<file path="src/rtl/iter_cmp.sv">
// rtl/iter_cmp.sv - multi-cycle sliced magnitude comparator, signed/unsigned, start/busy/done
module iter_cmp #(
    parameter int WIDTH      = 32,
    parameter int CHUNK      = 8,
    parameter int EARLY_EXIT = 1
) (
    input  logic             clk,
    input  logic             reset,
    input  logic             start,
    input  logic             signed_mode,
    input  logic [WIDTH-1:0] A,
    input  logic [WIDTH-1:0] B,
    output logic             busy,
    output logic             done,
    output logic             equal,
    output logic             great,
    output logic             less
);

    localparam int NCHUNK = WIDTH / CHUNK;
    localparam int KW     = (NCHUNK > 1) ? $clog2(NCHUNK) : 1;
    localparam logic [KW-1:0]    LAST     = KW'(NCHUNK - 1);
    // Flipping the sign bit of both operands maps two's-complement order onto unsigned order
    localparam logic [WIDTH-1:0] SIGN_BIT = WIDTH'(1) << (WIDTH - 1);

    typedef enum logic {IDLE, RUN} state_t;

    state_t           state;
    logic [WIDTH-1:0] a_r;
    logic [WIDTH-1:0] b_r;
    logic [KW-1:0]    k;
    logic [CHUNK-1:0] a_sl;
    logic [CHUNK-1:0] b_sl;
    logic             decided;

    // Select slice k, counting from the most significant end
    always_comb begin
        a_sl = '0;
        b_sl = '0;
        for (int i = 0; i < NCHUNK; i++) begin
            if (k == KW'(i)) begin
                a_sl = a_r[WIDTH-1-i*CHUNK -: CHUNK];
                b_sl = b_r[WIDTH-1-i*CHUNK -: CHUNK];
            end
        end
    end

    // Once great or less is set, later slices cannot change the outcome
    always_comb decided = great | less;

    // Handshake and slice-walk state machine with registered result flags
    always_ff @(posedge clk) begin
        if (reset) begin
            state <= IDLE;
            busy  <= 1'b0;
            done  <= 1'b0;
            equal <= 1'b0;
            great <= 1'b0;
            less  <= 1'b0;
            k     <= '0;
            a_r   <= '0;
            b_r   <= '0;
        end else begin
            done <= 1'b0;
            case (state)
                IDLE: begin
                    if (start) begin
                        a_r   <= signed_mode ? (A ^ SIGN_BIT) : A;
                        b_r   <= signed_mode ? (B ^ SIGN_BIT) : B;
                        equal <= 1'b0;
                        great <= 1'b0;
                        less  <= 1'b0;
                        k     <= '0;
                        busy  <= 1'b1;
                        state <= RUN;
                    end
                end
                RUN: begin
                    if (!decided && (a_sl != b_sl)) begin
                        great <= (a_sl > b_sl);
                        less  <= (a_sl < b_sl);
                        if ((EARLY_EXIT != 0) || (k == LAST)) begin
                            state <= IDLE;
                            busy  <= 1'b0;
                            done  <= 1'b1;
                        end else begin
                            k <= k + 1'b1;
                        end
                    end else if (k == LAST) begin
                        if (!decided) begin
                            equal <= 1'b1;
                        end
                        state <= IDLE;
                        busy  <= 1'b0;
                        done  <= 1'b1;
                    end else begin
                        k <= k + 1'b1;
                    end
                end
                default: state <= IDLE;
            endcase
        end
    end

endmodule
</file>
<file path="config.mk">
export PLATFORM = sky130hd
export DESIGN_NAME = iter_cmp
export DESIGN_NICKNAME = d
export VERILOG_FILES = /design/src/rtl/iter_cmp.sv
export SDC_FILE = /design/constraint.sdc
export NUM_CORES = 1
export LEC_CHECK = 0
export CORE_UTILIZATION = 45
export CTS_CLUSTER_DIAMETER = 100
export DETAILED_ROUTE_END_ITERATION = 16
export PLACE_DENSITY = 0.72
export SLEW_MARGIN = 20
export SYNTH_ARGS = -nofsm -noshare
export SYNTH_HDL_FRONTEND = slang
export SYNTH_SLANG_ARGS = --single-unit
</file>
<file path="constraint.sdc">
create_clock -name clk -period 2.7 [get_ports clk]
set_input_delay 0.54 -clock clk [delete_from_list [all_inputs] [get_ports clk]]
set_output_delay 0.54 -clock clk [all_outputs]
set_load 0.02 [all_outputs]
</file>
; ---- Word-level counts from Yosys, hierarchy flattened
; Cells that the tools add are included.
[totals]
input_bits = 68
out_inout_bits = 5
elab_cells = 69
register_bits = 72
[classes]
muxes = 33
bitwise = 4
reduce_logical = 9
order_cmp = 2
addsub = 1
n_eq_ne = 11
[ops]
columns = op, n
row1 = 32-bit two-way mux, 2
row2 = 8-bit two-way mux, 8
row3 = 1-bit two-way mux, 14
row4 = 1-bit one-hot mux with 2 select lines, 5
row5 = 8-bit greater-than comparator, 1
row6 = 8-bit less-than comparator, 1
row7 = 2-bit != test (second input constant), 4
row8 = 8-bit != test, 1
row9 = 2-bit two-way mux, 3
row10 = 2-bit AND reduction, 3
row11 = 2-bit equality test (second input constant), 2
row12 = 2-bit by 1-bit != test with 1-bit output (second input constant), 2
row13 = 2-bit one-hot mux with 2 select lines, 1
row14 = 4-bit AND reduction, 1
row15 = 3-bit by 1-bit != test with 1-bit output (second input constant), 1
row16 = 1-bit NOT, 3
row17 = 3-bit AND reduction, 1
row18 = 2-bit by 1-bit adder with 2-bit output (second input constant), 1
row19 = 2-bit by 1-bit equality test with 1-bit output (second input constant), 1
row20 = 2-bit zero test, 1
row21 = 2-bit OR reduction, 1
row22 = 1-bit logical AND, 1
row23 = 1-bit zero test, 1
row24 = 1-bit OR, 1

; ---- Depth between registers and ports, before layout
; Gate-level depths: netlist of run 1.
[depth]
depth_word = 9
ltp_mapped = 12
depth_no_buf = 11

; ---- Worst setup path before layout of run 1
; OpenSTA, ideal clock, no wires.
[synth_path]
kind = reg2reg
start = register k[1]
end = register great
required_time_ns = 2.585
setup_time_ns = 0.115
path_buffers = 1
period_less_slack_ns = 2.408
slack_ns = 0.292
stages_incl_launch_ff = 13
arrival_time_ns = 2.293
path_cell_list = dfxtp_1 -> inv_1 -> ha_1 -> clkbuf_1 -> nand3b_1 -> a21oi_1 -> a21oi_1 -> o21ai_1 -> ha_1 -> a211oi_1 -> nor2_1 -> or3_1 -> o21a_1
[synth_via]
elab_chain_len = 9
word_cells_on_any_way = 19
classes_between = order compare (1) / eq/ne (5) / mux (10) / reduce/logical (3)
[synth_rtl]
columns = item, line_no
row1 = from (decl), 31  ; logic [KW-1:0] k;
row2 = from (signal assigned), 87  ; k <= k + 1'b1;
row3 = from (signal assigned), 97  ; k <= k + 1'b1;
row4 = branches (longest 9 deep; another with 8-bit greater-than comparator), --
row5 = to (signal assigned), 80  ; great <= (a_sl > b_sl);
row6 = to (decl), 16  ; output logic great,
; Parallel ways; which one is timed is not known. The select of a mux whose other input is x is not followed.
; A chain may end at the register's enable or synchronous reset.

; ---- Worst setup path in the final report of run 1
; Same ends and word-level chain as after synthesis.

==> results of run 1 <==
==> registers in the layout (all words and copies together) (netlist names) <==
name / flops
done: 1
b_r: 32
a_r: 32
equal: 1
great: 1
state: 1
busy: 1
k: 2
less: 1
==> metal layers <==
layer,global-route usage,vias up,routed length [um]
met5,0,-,0
met4,0.0969,0,173
met3,0.0518,17,337
met2,0.376,71,3850
met1,0.287,1422,3840
li1,-,1599,-
==> layout make-up <==
class / count / area share
clock buffer: 14 / 0.0415
clock inverter: 2 / 0.00797
inverter: 2 / 0.00171
multi-input combinational: 333 / 0.400
sequential: 72 / 0.329
tap: 96 / 0.0273
timing repair buffer: 87 / 0.193
==> placed cells by master, fill, tap and decap left out, drive strengths merged, types with 2 or more instances in the layout <==
cell type        n
a21oi           92
nand2          150
xnor2            2
nor2b            3
nor2             9
o211ai           3
buf             16
o21ai           20
o21a             2
dfxtp           72
nand3            2
inv              2
nand4            2
clkbuf          14
nand3b           8
a211oi           4
mux2i            8
ha              12
and3b            8
clkdlybuf4s50   71
==> per-stage QoR <==
step                setup WS [ns]  std cells
detailed placement        -0.0139        585
finish                     0.0942        606
global placement           0.0832        585
floorplan                   0.292        440
CTS                        0.0474        601
global route              -0.0190        606
==> logic make-up after synthesis <==
group	count (synthesis)	share of synthesized area
buffers and inverters	35	0.0451
adders and majority gates	12	0.0455
DFF	72	0.437
muxes	8	0.0243
and+or+nand+nor	188	0.246
xor gates and xnor gates	2	0.00531
AOI/OAI and AO/OA	123	0.197
==> path summary, 6_finish.rpt <==
path	startpoint	end	slack [ns]
worst max-delay path	k[1]	great	0.09
worst min register to register	a_r[19]	a_r[19]	0.46
worst max register to register	k[1]	great	0.09
worst min-delay path	a_r[19]	a_r[19]	0.46
==> worst register-to-register path, stage by stage (launching register included) <==
cell,delay [ns]
dfxtp_4,0.38
inv_2,0.06
ha_2,0.18
buf_4,0.18
nand3b_1,0.18
a21oi_2,0.17
a21oi_1,0.06
o21ai_1,0.17
ha_1,0.29
a211oi_2,0.23
nor2_1,0.07
or3_4,0.37
o21a_1,0.17
==> report_power, final <==
group / switching [W] / leakage [nW] / internal, W
logic: 0.000267 / 0.930 / 0.000265
registers: 0.0000496 / 0.592 / 0.00114
clock network: 0.000393 / 0.113 / 0.000527
total: 0.000710 / 1.64 / 0.00193
==> what timing repair did <==
action,in CTS,in global routing
setup endpoints to repair,1,6
pin swaps,0,4
gates resized for setup,2,12
setup buffers,0,5
==> flow_metrics.tcl, run 1 <==
set metrics [dict create \
    end_kind "flop" \
    overflow 0 \
    netlist_instances 440 \
    drt_iter0_drc 197 \
    vias 3109 \
    antenna_cells 0 \
    slew_violations 0 \
    p_total_w 0.00264 \
    cts_buffers 9 \
    ys.flop_type "dfxtp_1" \
    critPathKind "reg -> reg" \
    grt_pass1_vias 2979 \
    ioPinCount 73 \
    ys_top_cells_by_area "dfxtp_1 (44%), nand2_1 (17%), a21oi_1 (14%)" \
    power_density_mw_per_mm2 600 \
    drc 0 \
    leakage_nw 1.64 \
    drive_gt1_frac 0.0882 \
    path_clk_slew_ns 0.08 \
    area_growth_pct 33.3 \
    grt_pass1_wl_mm 13.3 \
    die_h_um 87.6 \
    routed_wl_mm 8.19 \
    dr.pass1.iters 4 \
    place_area_mm2 0.00409 \
    syn_area_per_cell_um2 7.50 \
    antenna_found_initial 0 \
    timing.fmax_mhz 384 \
    die_area_mm2 0.00768 \
    cts_max_level 3 \
    ys_seq_elements 72 \
    start_util 0.475 \
    multi_input_comb_area_mm2 0.00176 \
    synth_edf_count 0 \
    min_period_ns 2.61 \
    numPortBuffers 72 \
    dp_hpwl_mm 5.90 \
    path_buf_inv 2 \
    seq_area_mm2 0.00145 \
    hold_violations 0 \
    syn-num-nets 520 \
    final_core_utilization 0.633 \
    synth_cell_types 30 \
    grt_max_degree 33 \
    slew_headroom 0.692 \
    yosysWarnings 0 \
    clk_path_buf_depth 2 \
    gp_congestion 0.808 \
    num_rows 30 \
    r2r_cells 12 \
    worst_pin_slew_ns 0.461 \
    synthArstFlopShare 0 \
    final_antenna_net_count 0 \
    fin_crit_sh 0.965 \
    viasPerCell 5.13 \
    worstSetupStartpointType "flop" \
    hold_class "reg -> reg" \
    syn_area_mm2 0.00330 \
    post-synth-top-area-fraction 0.437 \
    die_w_um 87.6 \
    cts_sinks 72 \
    required_ns 2.95 \
    final_net_count 585 \
    status "complete, no violations" \
    setup_viol 0 \
    path_delay_family "compound AO/OA/AOI/OAI gates" \
    crit_path_max_fanout 16 \
    track_usage 0.228 \
    yosys.area.top_type "dfxtp_1" \
    drv_cap 0 \
    core_mm2 0.00694 \
    ys_top_cells_by_count "nand2_1 (150), a21oi_1 (92), dfxtp_1 (72)" \
    vdd_drop_max_uv 391 \
    path_cells "inv_2 > ha_2 > buf_4 > nand3b_1 > a21oi_2 > a21oi_1 > o21ai_1 > ha_1 > a211oi_2 > nor2_1 > or3_4 > o21a_1" \
    holdPathStages 2 \
    seq_area_frac_synth 0.437 \
    wl_per_cell_um 13.5 \
    cts_hold_buffers 0 \
    crit_arrival_ns 2.86 \
    tritoncts "built" \
    crit_slowest_cell "dfxtp_4" \
    critPathMaxStageDelay_ns 0.38 \
    cp.depth 12 \
    clock_latency_ns 0.36 \
    yosysMostFrequentCell "nand2_1" \
    final_area_mm2 0.00440 \
    root_buffer "clkbuf_8" \
    whs_ns 0.460 \
    fin_tns_setup_ns 0 \
    fin_skew_ns 0.00913 \
    fillers 623 \
]
No activity file was read; power rests on OpenSTA's default activity.
==> run 2: changes to the inputs <==
Settings changed: CORE_UTILIZATION 45 to 30, PLACE_DENSITY 0.72 to default.
==> flow_metrics.tcl, run 2 (synthesis results as in run 1) <==
set metrics [dict create \
    mostFrequentLayoutCells "nand2_1 (150), a21oi_1 (88), clkdlybuf4s50_1 (71)" \
    dr.pass1.iters 4 \
    cts_buffers 9 \
    fin_ws_ns 0.112 \
    timing.fmax_mhz 386 \
    viasPerCell 4.70 \
    drive_gt1_frac 0.0789 \
    grt_pass1_vias 2995 \
    dp_hpwl_mm 6.33 \
    root_buffer "clkbuf_8" \
    p_sw_w 0.000696 \
    cts_max_level 3 \
    antenna_found_initial 0 \
    routed_wl_mm 8.69 \
    numPortBuffers 72 \
    final_antenna_net_count 0 \
    gp_congestion 0.807 \
    hold_class "reg -> reg" \
    clock_latency_ns 0.34 \
    wl_per_cell_um 13.5 \
    final_net_count 582 \
    internal_power_w 0.00175 \
    track_usage 0.158 \
    layout_commonest_cell "nand2_1" \
    worst_pin_slew_ns 0.594 \
    slew_violations 0 \
    fin_crit_sh 0.958 \
    largest_registers "a_r x32, b_r x32, k x2" \
    grt_max_degree 43 \
    path_clk_slew_ns 0.07 \
    critPathKind "reg -> reg" \
    drt_iter0_drc 118 \
    fin_skew_ns 0.00779 \
    area_growth_pct 33.5 \
    drv_cap 0 \
    end_kind "flop" \
    status "complete, no violations" \
    p_total_w 0.00245 \
    die_w_um 107 \
    min_period_ns 2.59 \
    slew_headroom 0.604 \
    drc 0 \
    setup_viol 0 \
    place_area_mm2 0.00417 \
    fillers 1076 \
    power_density_mw_per_mm2 556 \
    cts_sinks 72 \
    leakage_nw 1.60 \
    seqPwrFrac 0.486 \
    clockPowerShare 0.299 \
    pre_cts_slack_ns 0.0107 \
    ioPinCount 73 \
    crit_arrival_ns 2.83 \
    tritoncts "built" \
    core_mm2 0.0105 \
    die_h_um 107 \
    vias 3021 \
    antenna_cells 0 \
    overflow 0 \
    num_rows 37 \
    start_util 0.314 \
    required_ns 2.94 \
    vdd_drop_max_uv 226 \
    clk_path_buf_depth 2 \
    switching_share 0.284 \
    grt_pass1_wl_mm 13.9 \
    crit_path_max_fanout 9 \
    hold_violations 0 \
    whs_ns 0.456 \
    die_area_mm2 0.0114 \
    final_area_mm2 0.00440 \
    combPwrFrac 0.215 \
    worstSetupStartpointType "flop" \
]
[run 2: cell types whose count changed in the layout (fill, tap and decap cells not counted), sizes merged]
cell	change
clkinvlp	+1
buf	-3
bufinv	-1
clkbuf	-1
clkinv	+1
[run 2: repair_timing]
action	4_1_cts	5_1_grt
setup buffers	0	1
cloned	0	1
hold buffers	0	0
endpoints found under the setup margin	2	6
endpoints found under the hold margin	0	0
resized for setup	1	14
pin swaps	0	7
[run 2: through the flow]
stage                util  std cells  TNS (ns)
floorplan               -        440         0
global placement    0.396        625         0
detailed placement  0.396        625         0
CTS                 0.412        641         0
global route        0.419        643   -0.0118
finish              0.419        643         0
[run 2: power by group through the flow]
stage                     combinational (W)  clock (W)  sequential, W
after global placement             0.000493          0        0.00121
after CTS                          0.000508   0.000753        0.00119
after floorplan                    0.000303          0        0.00120
after detailed placement           0.000505          0        0.00121
after global routing               0.000585   0.000796        0.00120
final                              0.000528   0.000732        0.00119
[run 2: per-layer routing]
layer / global-route usage / part of all wire / vias up / routed length [um]
li1: - / - / 1597 / -
met1: 0.200 / 0.47 / 1359 / 4110
met2: 0.258 / 0.46 / 56 / 4030
met3: 0.0407 / 0.051 / 9 / 443
met4: 0.0607 / 0.013 / 0 / 111
met5: 0 / 0 / - / 0
[run 2: path summary, 6_finish.rpt]
kind	startpoint	end	slack, ns	depth (start not counted)
max	k[0]	great	0.11	12
min	b_r[25]	b_r[25]	0.46	2
max reg2reg	k[0]	great	0.11	12
min reg2reg	b_r[25]	b_r[25]	0.46	2
[run 2: layout make-up]
type	instances	area, um2	area share
multi-input combinational	333	1760	0.400
clock buffer	13	149	0.0338
sequential	72	1440	0.328
tap	136	170	0.0386
clock inverter	3	17.5	0.00398
timing repair buffer	84	852	0.194
inverter	2	7.51	0.00171
[run 2: critical path: stages (launching register included)]
cell,delay (ns)
dfxtp_2,0.35
inv_1,0.14
ha_4,0.20
buf_4,0.16
nand3b_1,0.10
a21oi_1,0.21
a21oi_1,0.07
o21ai_1,0.16
ha_1,0.26
nand4_1,0.19
o21ai_1,0.10
or3_1,0.35
o21a_1,0.19
